$ cat src/rtl/aq_axi_sdma64_pkg.sv
// Shared constants and packer state type for the SDMA 64-bit write-stream packer.
package aq_axi_sdma64_pkg;
    localparam logic [7:0] STRB_FULL = 8'hFF;
    localparam logic [7:0] STRB_HALF = 8'h0F;

    typedef enum logic {EMPTY, HALF} pack_state_e;
endpackage

$ cat src/rtl/aq_axi_sdma64_wpack_oreg.sv
// Single-entry output register with valid/ready; valid and data come straight from flops.
module aq_axi_sdma64_wpack_oreg (
    input  logic        clk,
    input  logic        rst,
    input  logic        push,
    input  logic [63:0] push_data,
    input  logic [7:0]  push_strb,
    input  logic        push_last,
    input  logic        ready,
    output logic        valid,
    output logic [63:0] data,
    output logic [7:0]  strb,
    output logic        last,
    output logic        free
);
    assign free = ~valid | ready;

    always_ff @(posedge clk) begin
        if (rst) begin
            valid <= 1'b0;
            data  <= '0;
            strb  <= '0;
            last  <= 1'b0;
        end else if (push && free) begin
            valid <= 1'b1;
            data  <= push_data;
            strb  <= push_strb;
            last  <= push_last;
        end else if (ready) begin
            valid <= 1'b0;
        end
    end
endmodule

$ cat src/rtl/aq_axi_sdma64_wpack.sv
// Packs 32-bit beats into 64-bit W_AXIS words with strobe/TLAST and frame sync.
// Define AQ_AXI_SDMA64_WPACK_FCHK_EN to enable the FRAME_LEN word counter/checker.
module aq_axi_sdma64_wpack
    import aq_axi_sdma64_pkg::*;
(
    input  logic        ACLK,
    input  logic        RST,
    input  logic [31:0] S_AXIS_TDATA,
    input  logic        S_AXIS_TVALID,
    output logic        S_AXIS_TREADY,
    input  logic        S_AXIS_TLAST,
    input  logic        S_AXIS_TUSER,
    output logic [63:0] M_AXIS_TDATA,
    output logic        M_AXIS_TVALID,
    input  logic        M_AXIS_TREADY,
    output logic [7:0]  M_AXIS_TSTRB,
    output logic        M_AXIS_TLAST,
    output logic        FRAME_SYNC,
    input  logic [31:0] FRAME_LEN,
    input  logic        ERR_CLR,
    output logic        LEN_ERR
);
    pack_state_e state;
    logic [31:0] half_data;
    logic        half_sof, half_last;
    logic        free, accept;
    logic        push, in_last, plast, push_sof, trunc, err_set;
    logic [63:0] pdata;
    logic [7:0]  pstrb;

    // half_last marks a held beat that must go out alone as a final half word
    assign S_AXIS_TREADY = ~RST & ((state == EMPTY) | (~half_last & free));
    assign accept        = S_AXIS_TVALID & S_AXIS_TREADY;

    always_comb begin
        push     = 1'b0;
        pdata    = '0;
        pstrb    = '0;
        in_last  = 1'b0;
        push_sof = 1'b0;
        trunc    = 1'b0;
        if (accept) begin
            if (state == EMPTY) begin
                if (S_AXIS_TLAST && free && !S_AXIS_TUSER) begin
                    push    = 1'b1;
                    pdata   = {32'h0, S_AXIS_TDATA};
                    pstrb   = STRB_HALF;
                    in_last = 1'b1;
                end
            end else if (!S_AXIS_TUSER) begin
                push     = 1'b1;
                pdata    = {S_AXIS_TDATA, half_data};
                pstrb    = STRB_FULL;
                in_last  = S_AXIS_TLAST;
                push_sof = half_sof;
            end else begin
                push     = 1'b1;
                pdata    = {32'h0, half_data};
                pstrb    = STRB_HALF;
                in_last  = 1'b1;
                push_sof = half_sof;
                trunc    = 1'b1;
            end
        end else if (state == HALF && half_last && free) begin
            push     = 1'b1;
            pdata    = {32'h0, half_data};
            pstrb    = STRB_HALF;
            in_last  = 1'b1;
            push_sof = half_sof;
        end
    end

`ifdef AQ_AXI_SDMA64_WPACK_FCHK_EN
    logic [31:0] wcnt, idx;
    logic        chk_on, forced;

    assign chk_on  = FRAME_LEN != 32'd0;
    assign idx     = push_sof ? 32'd0 : wcnt;
    assign forced  = chk_on & ~trunc & (idx == FRAME_LEN - 32'd1);
    assign plast   = in_last | forced;
    assign err_set = trunc | (push & chk_on & ~trunc & (in_last != forced));

    always_ff @(posedge ACLK) begin
        if (RST)       wcnt <= '0;
        else if (push) wcnt <= plast ? 32'd0 : idx + 32'd1;
    end
`else
    logic unused_fchk;
    assign unused_fchk = ^{FRAME_LEN, push_sof};
    assign plast       = in_last;
    assign err_set     = trunc;
`endif

    always_ff @(posedge ACLK) begin
        if (RST) begin
            state      <= EMPTY;
            half_data  <= '0;
            half_sof   <= 1'b0;
            half_last  <= 1'b0;
            FRAME_SYNC <= 1'b0;
            LEN_ERR    <= 1'b0;
        end else begin
            FRAME_SYNC <= accept & S_AXIS_TUSER;
            LEN_ERR    <= err_set | (LEN_ERR & ~ERR_CLR);
            if (accept) begin
                case (state)
                    EMPTY: if (!S_AXIS_TLAST || !free || S_AXIS_TUSER) begin
                        // a lone TLAST beat that cannot go out now is deferred as a final half
                        state     <= HALF;
                        half_data <= S_AXIS_TDATA;
                        half_sof  <= S_AXIS_TUSER;
                        half_last <= S_AXIS_TLAST;
                    end
                    HALF: if (!S_AXIS_TUSER) begin
                        state <= EMPTY;
                    end else begin
                        half_data <= S_AXIS_TDATA;
                        half_sof  <= 1'b1;
                        half_last <= S_AXIS_TLAST;
                    end
                    default: state <= EMPTY;
                endcase
            end else if (state == HALF && half_last && free) begin
                state     <= EMPTY;
                half_last <= 1'b0;
            end
        end
    end

    aq_axi_sdma64_wpack_oreg u_oreg (
        .clk       (ACLK),
        .rst       (RST),
        .push      (push),
        .push_data (pdata),
        .push_strb (pstrb),
        .push_last (plast),
        .ready     (M_AXIS_TREADY),
        .valid     (M_AXIS_TVALID),
        .data      (M_AXIS_TDATA),
        .strb      (M_AXIS_TSTRB),
        .last      (M_AXIS_TLAST),
        .free      (free)
    );
endmodule

$ cat config.mk
export PLATFORM = sky130hd
export DESIGN_NAME = aq_axi_sdma64_wpack
export DESIGN_NICKNAME = d
export VERILOG_FILES = /design/src/rtl/aq_axi_sdma64_pkg.sv /design/src/rtl/aq_axi_sdma64_wpack_oreg.sv /design/src/rtl/aq_axi_sdma64_wpack.sv
export SDC_FILE = /design/constraint.sdc
export NUM_CORES = 1
export LEC_CHECK = 0
export ABC_AREA = 0
export CORE_MARGIN = 1.5
export CORE_UTILIZATION = 30
export CTS_BUF_LIST = sky130_fd_sc_hd__clkbuf_2 sky130_fd_sc_hd__clkbuf_4 sky130_fd_sc_hd__clkbuf_8
export DETAILED_ROUTE_END_ITERATION = 16
export PLACE_DENSITY = 0.6
export SYNTH_ARGS = -nofsm -noshare
export SYNTH_HDL_FRONTEND = slang
export SYNTH_SLANG_ARGS = --single-unit
export TNS_END_PERCENT = 1
$ cat constraint.sdc
create_clock -name ACLK -period 1.7 [get_ports ACLK]
set_clock_uncertainty 0.1 [all_clocks]
set_input_delay 0.34 -clock ACLK [delete_from_list [all_inputs] [get_ports ACLK]]
set_output_delay 0.34 -clock ACLK [all_outputs]
set_load 0.1 [all_outputs]
==> flow_metrics.py <==
metrics = {
    "power_and_ir_drop": {
        "switchingPower_mw": 1.48,
        "p_seq_share_pct": 49.8,
        "pwr-share-comb_pct": 19.8,
        "clkPwrFrac_pct": 30.4,
        "p_sw_share_pct": 28.7,
        "intPower_mw": 3.69,
        "finalPower_mw": 5.17,
        "peakVddDrop_v": 0.000526,
        "powerDensity_nw_per_um2": 803,
        "p_leak_nw": 2.43,
    },
    "route": {
        "drc": 0,
        "drtPass1Iterations": 4,
        "drt_wl_total_um": 10100,
        "wl_per_cell_um": 15.3,
        "via_per_inst": 4.80,
        "antenna_left": 0,
        "dr_total_vias": 3171,
        "initialDrtViolationCount": 170,
    },
    "global_routing": {
        "grt_first_pass_wirelength_um": 17400,
        "antenna_found_initial": 0,
        "grt_pass1_vias": 3371,
        "gr-total-overflow": 0,
        "grt_max_degree": 45,
        "grt_usage_pct": 15.5,
    },
    "timing": {
        "max_freq_mhz": 548,
        "slew_violations": 0,
        "min_period_ns": 1.82,
        "slew_headroom_pct": 69.0,
        "rsz0062_at_grt": "yes",
        "setup-tns-final_ns": -0.152,
        "setup_slack_ns": -0.124,
        "whs_ns": 0.308,
        "setup_viol": 4,
        "tightest_slew_ns": 0.453,
        "hold_violations": 0,
        "post-route-period-util_pct": 107,
    },
    "synth": {
        "ys_ff_latch": 104,
        "ys.flop_type": "dfxtp_1",
        "synthArstFlopShare_pct": 0,
        "synth_cells": 370,
        "syn-cell-area_um2": 3990,
        "synth.yosys.seq_area_share_pct": 52.2,
        "synth-edff-count": 0,
        "synth_cell_types": 29,
        "syn-num-nets": 441,
        "yosys_warnings": 0,
        "syn_avg_cell_area_um2": 10.8,
    },
    "worst_setup_path": {
        "crit_slowest_cell": "clkdlybuf4s50_1",
        "cp-start-kind": "input pin",
        "reg2reg_depth": 6,
        "arrival_ns": 1.38,
        "crit_path_max_fanout": 3,
        "critical_path_required_ns": 1.26,
        "crit_type": "in -> out",
        "cpPeakStageDelay_ns": 0.50,
        "crit_path_end_kind": "primary output",
        "crit_chain": "clkdlybuf4s50_1 -> nor2b_2 -> o21a_1 -> nor2_4 -> buf_12",
    },
    "hold_path": {
        "hp-class": "in -> reg",
        "holdPathStages": 3,
    },
    "finish": {
        "final_cell_area_um2": 6440,
        "num_antenna_cells": 0,
        "fillers": 1118,
        "fin_nets": 556,
        "area_growth_pct": 61.4,
        "drive_above_1_share_pct": 26.2,
    },
    "die": {
        "dieArea_um2": 14000,
        "die_height_um": 118,
        "std_cell_rows": 41,
        "ios": 148,
        "start_util_pct": 31.2,
        "core-area_um2": 12800,
        "die_x_um": 118,
    },
    "cts": {
        "root_buffer": "clkbuf_8",
        "cts_tree": "done",
        "clk_pin_slew_ns": 0.09,
        "htreeDepth": 3,
        "ctsHoldBuffers": 0,
        "clock_latency_ns": 0.38,
        "cts_num_sinks": 104,
        "clockBufferDepth": 2,
        "cts_inserted_buffers": 9,
    },
    "run_status": {
        "status": "finished, violations left",
        "failed_checks": "setup timing",
    },
    "place": {
        "place.gp.congestion": 0.789,
        "port-buffer-count": 115,
        "postPlaceCellArea_um2": 6220,
        "hpwlAfterDp_um": 7120,
        "place_ws_ns": -0.427,
    },
    "job": {
        "maxCapViolations": 0,
    },
}
## cell usage in the layout (no fill, tap or decap), drive strengths merged
cell,synthesis,layout
clkbuf,7,12
buf,28,102
dfxtp,104,104
and3,1,1
clkdlybuf4s50,0,36
dlymetal6s2s,0,1
and2,2,2
a211oi,2,2
bufinv,0,1
nand3b,2,2
nand2b,66,66
nor3b,2,2
a2111oi,1,1
inv,2,2
o211ai,1,1
o21ai,3,3
a221o,32,32
nand4b,1,1
clkinv,0,1
o21a,2,2
a21oi,5,5
mux2i,32,32
nor2,37,37
clkinvlp,0,1
a21o,2,2
a22o,32,32
nand3,1,1
nor2b,2,2
nand2,3,3
## per-stage QoR
stage	instances	utilization, %
floorplan	370	-
global placement	645	48.7
detailed placement	645	48.7
CTS	661	50.3
global route	661	50.4
finish	661	50.4
## area by class of cell
cell class | instances | area [um^2] | area share, %
timing repair buffer | 139 | 2210 | 34.4
sequential | 104 | 2090 | 32.4
multi-input combinational | 229 | 1720 | 26.7
tap | 172 | 215 | 3.34
clock buffer | 12 | 153 | 2.37
clock inverter | 3 | 42.5 | 0.661
inverter | 2 | 7.51 | 0.117
## worst paths after layout
path / startpoint / to / slack [ns]
worst min register to register: half_data[6] / half_data[6] / 0.39
worst max register to register: u_oreg.valid / half_data[15] / 0.02
worst max-delay path: M_AXIS_TREADY / S_AXIS_TREADY / -0.12
worst min-delay path: RST / u_oreg.valid / 0.31
## power by group through the flow
stage,Combinational [mW],Clock (mW),Sequential (mW)
2_1_floorplan,0.309,0,2.91
3_3_place_gp,1.01,0,2.63
3_5_place_dp,1.03,0,2.64
6_report,1.02,1.57,2.58
5_1_grt,1.07,1.74,2.59
4_1_cts,1.03,1.65,2.58
## registers in the layout (all words and copies together), names as in the netlist
signal        flops
FRAME_SYNC        1
LEN_ERR           1
half_data        32
half_last         1
state             1
u_oreg.data      64
u_oreg.last       1
u_oreg.strb       2
u_oreg.valid      1
## metal layers
metal	vias up	global-route usage (%)	wire length, um
li1	1540	-	-
met5	-	0	0
met1	1539	17.8	4270
met2	82	26.1	5000
met4	0	4.57	109
met3	10	6.76	734
## critical path: cells and delay by family
| family | cells | cell delay (ns) |
|---|---|---|
| AO/OA/AOI/OAI | 1 | 0.19 |
| buffers and inverters | 2 | 0.68 |
| AND/OR/NAND/NOR | 2 | 0.17 |
## kinds of logic (layout without fill, tap and decap cells)
group	count (synthesis)	count (layout)	synth area share, %
buf+inv	37	156	5.80
simple gates	117	117	16.2
compound gates	80	80	17.7
flops	104	104	52.2
mux	32	32	8.03
## cells in the mapped netlist (2+ instances only)
master    number  area share, %
nor3b_1        2           0.38
nand2_1        3           0.28
clkbuf_1       7           0.66
dfxtp_1      104             52
buf_6          6            1.7
a211oi_1       2           0.38
a22o_1        32            7.0
nand3b_1       2           0.38
a21oi_1        5           0.63
o21a_1         2           0.38
nor2_1        36            3.4
buf_4          8            1.5
and2_1         2           0.31
nand2b_1      66             10
buf_2         14            1.8
a221o_1       32            8.0
o21ai_0        2           0.25
mux2i_1       32            8.0
a21o_1         2           0.38
inv_1          2           0.19
## what timing repair did
item	in CTS	in global routing
setup endpoints to repair	2	80
cloned	0	0
setup buffers	1	0
gates resized for setup	3	2
Power figures use the tool's default switching activity.
